<file path="config.mk">
export PLATFORM = sky130hd
export DESIGN_NAME = clk_div_prog
export DESIGN_NICKNAME = d
export VERILOG_FILES = /design/src/rtl/clk_div_prog_pkg.sv /design/src/rtl/clk_div_prog.sv
export SDC_FILE = /design/constraint.sdc
export NUM_CORES = 1
export LEC_CHECK = 0
export BUFFER_PORTS_ARGS = -buffer_cell sky130_fd_sc_hd__buf_2
export CAP_MARGIN = 20
export CORE_MARGIN = 3
export CORE_UTILIZATION = 61
export CTS_CLUSTER_SIZE = 25
export DETAILED_ROUTE_END_ITERATION = 10
export PLACE_DENSITY_LB_ADDON = 0.25
export SLEW_MARGIN = 20
export SYNTH_ARGS = -nofsm -noshare
export SYNTH_HDL_FRONTEND = slang
export SYNTH_SLANG_ARGS = --single-unit
</file>
<file path="constraint.sdc">
create_clock -name clk_in -period 6 [get_ports clk_in]
set_clock_uncertainty 0.15 [all_clocks]
set_input_delay 0.6 -clock clk_in [delete_from_list [all_inputs] [get_ports clk_in]]
set_output_delay 0.6 -clock clk_in [all_outputs]
set_load 0.005 [all_outputs]
</file>
<file path="src/rtl/clk_div_prog_pkg.sv">
// Shared types, constants and helpers for the programmable clock divider.
package clk_div_prog_pkg;

    localparam int unsigned DIV_MIN = 2;

    typedef enum logic [1:0] {
        IDLE = 2'd0,
        HIGH = 2'd1,
        LOW  = 2'd2
    } state_e;

    // Ratios below DIV_MIN cannot form a high and a low phase, so they are raised to DIV_MIN.
    function automatic int unsigned clamp_div(input int unsigned d);
        return (d < DIV_MIN) ? DIV_MIN : d;
    endfunction

endpackage

</file>
<file path="src/rtl/clk_div_prog.sv">
// Runtime-programmable integer clock divider with odd-ratio support.
// Ratio and enable changes are applied only at period boundaries, so clk_out never glitches.
module clk_div_prog
    import clk_div_prog_pkg::*;
#(
    parameter int unsigned CNT_W       = 8,
    parameter int unsigned DIV_DEFAULT = 4
) (
    input  logic             clk_in,
    input  logic             rst,
    input  logic             en,
    input  logic [CNT_W-1:0] div,
    input  logic             div_load,
    output logic             clk_out,
    output logic             tick,
    output logic [CNT_W-1:0] div_active,
    output logic             load_ack
);

    state_e           state_q, state_d;
    logic [CNT_W-1:0] cnt_q, cnt_d;
    logic [CNT_W-1:0] div_active_q, div_active_d;
    logic [CNT_W-1:0] shadow_q, shadow_d;
    logic             pending_q, pending_d;
    logic             clk_out_q, clk_out_d;
    logic             tick_q, tick_d;
    logic             load_ack_q, load_ack_d;
    logic [CNT_W-1:0] half, hi_last, lo_last;
    logic             boundary;

    // Phase lengths: high = ceil(N/2), low = floor(N/2); N >= 2 keeps both nonzero.
    always_comb begin
        half    = div_active_q >> 1;
        hi_last = div_active_q[0] ? half : half - CNT_W'(1);
        lo_last = half - CNT_W'(1);
    end

    assign boundary = (state_q == IDLE) || ((state_q == LOW) && (cnt_q == lo_last));

    always_ff @(posedge clk_in or negedge rst) begin
        if (!rst) begin
            state_q <= IDLE;
            cnt_q   <= '0;
        end else begin
            state_q <= state_d;
            cnt_q   <= cnt_d;
        end
    end

    always_comb begin
        state_d = state_q;
        cnt_d   = cnt_q;
        unique case (state_q)
            IDLE: begin
                cnt_d = '0;
                if (en) begin
                    state_d = HIGH;
                end
            end
            HIGH: begin
                if (cnt_q == hi_last) begin
                    state_d = LOW;
                    cnt_d   = '0;
                end else begin
                    cnt_d = cnt_q + CNT_W'(1);
                end
            end
            LOW: begin
                if (cnt_q == lo_last) begin
                    state_d = en ? HIGH : IDLE;
                    cnt_d   = '0;
                end else begin
                    cnt_d = cnt_q + CNT_W'(1);
                end
            end
            default: begin
                state_d = IDLE;
                cnt_d   = '0;
            end
        endcase
    end

    // A load in the boundary cycle lands in the shadow and waits for the next boundary.
    always_comb begin
        div_active_d = div_active_q;
        shadow_d     = shadow_q;
        pending_d    = pending_q;
        if (boundary && pending_q) begin
            div_active_d = shadow_q;
            pending_d    = 1'b0;
        end
        if (div_load) begin
            shadow_d  = CNT_W'(clamp_div(32'(div)));
            pending_d = 1'b1;
        end
        clk_out_d  = (state_q == HIGH);
        tick_d     = (state_q == HIGH) && !clk_out_q;
        load_ack_d = boundary && pending_q;
    end

    always_ff @(posedge clk_in or negedge rst) begin
        if (!rst) begin
            div_active_q <= CNT_W'(DIV_DEFAULT);
            shadow_q     <= CNT_W'(DIV_DEFAULT);
            pending_q    <= 1'b0;
            clk_out_q    <= 1'b0;
            tick_q       <= 1'b0;
            load_ack_q   <= 1'b0;
        end else begin
            div_active_q <= div_active_d;
            shadow_q     <= shadow_d;
            pending_q    <= pending_d;
            clk_out_q    <= clk_out_d;
            tick_q       <= tick_d;
            load_ack_q   <= load_ack_d;
        end
    end

    assign clk_out    = clk_out_q;
    assign tick       = tick_q;
    assign div_active = div_active_q;
    assign load_ack   = load_ack_q;

endmodule
</file>
==> metrics.txt, run 1 <==
result of the run finished clean; #FFs+latches synth 30; Synth Area in XOR/XNOR 0.107; Final TNS setup 0 ns; vias post-DR approximately 1.3k; DIE WIDTH approximately 60 µm; met1 WL 1.60 mm; vias per inst between 6 and 7; Syn Inst Count 155; I/O pin total 23; Hold Slack between 0.1 and 0.15 ns; drt drc 0; worst setup path class reg -> reg; Final Cycle Share 0.502; largest delay contributor family on the critical path compound AO/OA/AOI/OAI gates; Synth Cell Area 1770 µm²; Initial Utilization 0.676; first-pass GRT wire length approximately 5.8 mm; synth unique cells 47; routed wl met3 roughly 140 µm; Peak VDD IR ~360 µV; routed len/inst between 15 and 20 µm; Ant. Diodes 0; GRT Residual Overflow 0; Max clock buf depth 2; Met2 Wirelength 1.67 mm; row count 18; HP Class in -> async; Synth Flop Type dfrtp_1; total power around 0.84 mW; Routed WL between 3 and 4 mm; crit end category flip-flop; uppermost routed layer met4; Crit Reg-Reg Startpoint div_active[3]; mux share of post-synthesis cell area 0.110; DR pass1 iterations 4; Compound-Gate Fraction of Synth Area 0.128; Tot GR Track Use 0.222; root buffer cell clkbuf_4; H-Tree Depth 2; Synth Area in Simple Gates 0.147; initial antenna violation count 0; routability congestion estimate ~0.90; CTS tree done; fraction of layout cells with a size suffix above 1 0.270; synthesis-to-layout area growth 9.14%; 1st-iter DRT viols 84; Post-CTS Hold Buffers 0; yosys warns 0; Synth Net Count 173; Leak Pwr ~0.85 nW; CP Launch Type flip-flop; setup bufs post-CTS 0; CTS buffer count 5; synthesized area per cell around 11 µm²; post-cts resize count 0; number of global-route vias before repair between 1k and 1.5k; number of nets still failing antenna checks after routing 0; Seq/Total Area, Yosys 0.427; Filler cells between 150 and 200; largest family of logic cells by synthesized area simple AND/OR/NAND/NOR gates; Rel. slew slack 0.577; ys async rst share 1.00; slowest stage delay, CP around 0.49 ns; clk_lat worst skew around 0.32 ns; worst slew pin tran 0.634 ns; RSZ-0062 raised after global routing false; Buffers on Ports 22; setup violators final 0; Crit Reg-Reg Endpoint div_active[5]; Final Max Slew Viols 0; PwrDens 435 nW/µm²; slowest library cell on the worst path or4_1; number of max-cap violations 0; fmax between 300 and 400 MHz; FF-to-FF setup slack 2.99 ns; CP Data Required Time between 6 and 7 ns; Critical Path AT 3.07 ns; adder-cell share of the synthesized area 0.0425; Hold Vio Cnt, Final 0; CP max FO 9; CP cell instances or3_1 -> or4_1 -> a211o_1 -> a2111oi_4 -> o21ai_4 -> mux2_4; critical path buffer and inverter count 0; EDFF count, synth 0; largest net degree at the start of global routing 31; Core ar. ~2600 µm²; CTS Sinks 30; DIE HEIGHT 59.8 µm; R2R depth 6; Reg clk slew, reported paths ~0.090 ns; min Tclk post-route 3.01 ns; dpl hpwl roughly 2.7 mm; DIE AREA about 3600 µm²; Final nets 196
==> flip-flops by register name (all words and copies together), names as in the netlist <==
signal and count:
pending_q 1, tick 1, state_q 2, shadow_q 8, load_ack 1, div_active 8, cnt_q 8, clk_out 1
==> cell type report <==
cell class,instances,area (µm²),area share
Inverter,10,37.5,0.0195
Tap cell,30,37.5,0.0195
Multi-Input combinational cell,109,943,0.490
Timing Repair Buffer,22,110,0.0571
Clock buffer,7,45.0,0.0234
Sequential cell,30,753,0.391
==> worst max path at each step <==
stage	endpoint	slack, ns	depth (start not counted)	start
final	div_active[5]	2.99	6	div_active[3]
after global routing	div_active[5]	2.84	6	div_active[3]
after global placement	div_active[6]	3.06	6	div_active[3]
after floorplan	div_active[1]	3.09	7	div_active[3]
after CTS	div_active[5]	2.99	6	div_active[3]
after detailed placement	div_active[5]	3.01	6	div_active[3]
==> routing by layer <==
layer	vias to the layer above	GRT usage
met1	617	0.292
met2	35	0.355
met3	5	0.0540
li1	607	-
met4	0	0.0823
met5	-	0
==> through the flow <==
stage	setup WS (ns)	cell area, µm²	cells	util
3_5_place_dp	3.01	1880	201	0.720
3_3_place_gp	3.06	1880	201	0.720
6_report	2.99	1930	208	0.738
2_1_floorplan	3.09	1770	155	-
4_1_cts	2.99	1930	208	0.738
5_1_grt	2.84	1930	208	0.738
==> Yosys cell counts (2+ instances only) <==
library cell | instances | area share
a211o_1 | 2 | 0.0099
a21oi_1 | 2 | 0.0057
a31oi_1 | 2 | 0.0071
clkbuf_1 | 3 | 0.0064
dfrtp_1 | 28 | 0.40
dfstp_2 | 2 | 0.030
ha_1 | 6 | 0.043
inv_1 | 10 | 0.021
mux2_2 | 7 | 0.045
mux2_4 | 7 | 0.060
nand2_1 | 4 | 0.0085
nand3_1 | 6 | 0.017
nor2_1 | 7 | 0.015
nor2b_1 | 2 | 0.0071
nor3b_1 | 11 | 0.047
nor4_1 | 3 | 0.011
o22ai_1 | 2 | 0.0071
o31ai_1 | 2 | 0.0085
or3_1 | 3 | 0.011
or4_1 | 2 | 0.0085
xnor2_1 | 7 | 0.035
xor2_1 | 12 | 0.060
==> power by group <==
part | leakage, nW | switching, mW | internal, mW
logic | 0.458 | 0.192 | 0.201
clock network | 0.0254 | 0.0614 | 0.0441
registers | 0.371 | 0.0819 | 0.258
==> cells by family (layout without fill, tap and decap cells) <==
kind of cell	after synthesis	after routing
compound gates	24	24
xor+xnor	20	20
fa+ha+maj	6	6
simple gates	44	44
mux	15	15
buf+inv	16	39
flops	30	30
==> placed cells by master (no fill, tap or decap), types with 4 or more instances in the layout <==
master and instances:
nor2_1 7, nor3b_1 11, buf_2 22, inv_1 10
nand2_1 4, xor2_1 12, mux2_2 7, ha_1 6
nand3_1 6, clkbuf_4 5, mux2_4 7, dfrtp_1 28
xnor2_1 7
(Power assumes the default switching activity.)
==> run 2, diff against run 1 <==
--- a/config.mk
+++ b/config.mk
@@ -8,7 +8,7 @@
 export BUFFER_PORTS_ARGS = -buffer_cell sky130_fd_sc_hd__buf_2
 export CAP_MARGIN = 20
 export CORE_MARGIN = 3
-export CORE_UTILIZATION = 61
+export CORE_UTILIZATION = 51
 export CTS_CLUSTER_SIZE = 25
 export DETAILED_ROUTE_END_ITERATION = 10
 export PLACE_DENSITY_LB_ADDON = 0.25
==> constraint.sdc (replaced) <==
create_clock -name clk_in -period 2.7 [get_ports clk_in]
set_clock_uncertainty 0.15 [all_clocks]
set_input_delay 0.27 -clock clk_in [delete_from_list [all_inputs] [get_ports clk_in]]
set_output_delay 0.27 -clock clk_in [all_outputs]
set_load 0.005 [all_outputs]
==> metrics.txt, run 2 (synthesis gave the netlist of run 1 again) <==
worst slew pin tran 0.679 ns (+0.0442 ns); Core ar. 3180 µm² (+22%); I/O pin total 23 (unchanged); Routed WL 4.00 mm (+16%); DIE AREA 4200 µm² (+18%); initial antenna violation count 0 (unchanged); Rel. slew slack 0.548 (-0.0295); critical path buffer and inverter count 1 (+1); Util after Layout 0.675 (-0.0627); Leak Pwr 0.953 nW (+12%); CTS tree done; number of global-route vias before repair 1462 (+15%); DIE HEIGHT 64.8 µm (+8.4%); total power 2.16 mW (+160%); Tot GR Track Use 0.222 (about the same); fmax 364 MHz (+9.7%); clk_lat worst skew 0.34 ns (+0.02 ns); FF-to-FF setup slack -0.05 ns (-3.03 ns); vias per inst 5.73 (-5.7%); worst setup path class reg -> reg; failing checks setup timing; synthesis-to-layout area growth 21.5%; largest net degree at the start of global routing 31 (unchanged); CTS buffer count 5 (unchanged); first-pass GRT wire length 7.18 mm (+24%); DIE WIDTH 64.8 µm (+8.4%); Reg clk slew, reported paths 0.11 ns (+0.02 ns); number of nets still failing antenna checks after routing 0 (unchanged); row count 20 (+2); number of max-cap violations 0 (unchanged); slowest library cell on the worst path or3_4; Max clock buf depth 2 (unchanged); Critical Path AT 2.82 ns (-0.25 ns); CP Data Required Time 2.77 ns (-3.28 ns); most common cell after layout, fill and taps aside dfrtp_1; Final Cycle Share 1.02 (+0.515); result of the run finished with violations; CTS Sinks 30 (unchanged); vias post-DR 1375 (+8.8%); commonest non-fill, non-tap cells in the layout 28 x dfrtp_1, 22 x buf_2, 12 x xor2_1, 12 x buf_4; min setup slack post-route -0.0463 ns (-3.03 ns); Final TNS setup -0.202 ns (-0.202 ns); CP max FO 5 (-4); H-Tree Depth 2 (unchanged); drt drc 0 (unchanged); Buffers on Ports 22 (unchanged); Final nets 213 (+8.7%); routability congestion estimate 0.822 (-8.4%); setup violators final 9 (+9); RSZ-0062 raised after global routing true; Hold Slack 0.0227 ns (-0.124 ns); DR pass1 iterations 4 (unchanged); HP Class in -> reg; Peak VDD IR 597 µV (+65%); PwrDens 1010 nW/µm² (+130%); root buffer cell clkbuf_4; Final Max Slew Viols 0 (unchanged); Filler cells 257 (+44%); Hold Vio Cnt, Final 0 (unchanged); crit end category flip-flop; largest delay contributor family on the critical path simple AND/OR/NAND/NOR gates; routed len/inst 16.7 µm (+0.28%); CP cell instances or3_4 -> or4_4 -> a211o_1 -> a2111oi_4 -> buf_4 -> o21ai_4 -> mux2_4; fraction of layout cells with a size suffix above 1 0.352 (+0.0824); dpl hpwl 2.81 mm (+5.4%); CP Launch Type flip-flop; GRT Residual Overflow 0 (unchanged); slowest stage delay, CP 0.42 ns (-0.07 ns); 1st-iter DRT viols 115 (+37%); Ant. Diodes 0 (unchanged); Initial Utilization 0.556 (-0.120); min Tclk post-route 2.75 ns (-0.266 ns)
## run 2: worst reg2reg max path, stage by stage, from the launching register on
cell and delay [ns]:
dfrtp_1 0.40, or3_4 0.42, or4_4 0.42, a211o_1 0.33, a2111oi_4 0.29, buf_4 0.19
o21ai_4 0.10, mux2_4 0.32
## run 2: cell type report
class	instances	area (µm²)	area share
inverters	10	37.5	0.0175
multi-input cells	110	997	0.465
repair buffers	38	250	0.117
clock buffers	6	41.3	0.0193
flip-flops and latches	30	753	0.351
well taps	44	55.1	0.0257
clock inverters	2	10.0	0.00467
## run 2: worst paths after layout
kind	start	endpoint	cells past startpoint
max reg2reg	div_active[5]	div_active[5]	7
min in group asynchronous	rst	div_active[7]	2
max in group asynchronous	rst	cnt_q[1]	2
min	div[7]	shadow_q[7]	2
min reg2reg	clk_out	tick	1
max	div_active[5]	div_active[5]	7
## run 2: report_power, final
| part | internal [mW] | switching (mW) | total (mW) |
|---|---|---|---|
| Sequential | 0.574 | 0.127 | 0.701 |
| Combinational | 0.610 | 0.588 | 1.20 |
| Clock | 0.0990 | 0.161 | 0.260 |
| Total | 1.28 | 0.876 | 2.16 |
## run 2: per-layer routing
layer	up-vias	track usage	share of wire
li1	643	-	-
met2	38	0.370	0.50
met3	10	0.0555	0.043
met1	684	0.285	0.44
met5	-	0	0
met4	0	0.0660	0.019
## run 2: through the flow
step / area (µm²) / setup WS, ns / std cells
2_1_floorplan: 1770 / 0.0157 / 155
3_3_place_gp: 1960 / 0.00951 / 223
3_5_place_dp: 1960 / -0.0610 / 223
4_1_cts: 2110 / -0.0310 / 238
5_1_grt: 2140 / -0.138 / 240
6_report: 2140 / -0.0463 / 240
## run 2: timing repair
action                                  CTS  global route
pin swaps                                 2             0
gates resized for setup                   4             2
hold endpoints to repair                 30             0
hold buffers                              3             0
buffers inserted                          3             2
cloned                                    1             0
endpoints found under the setup margin    9            17
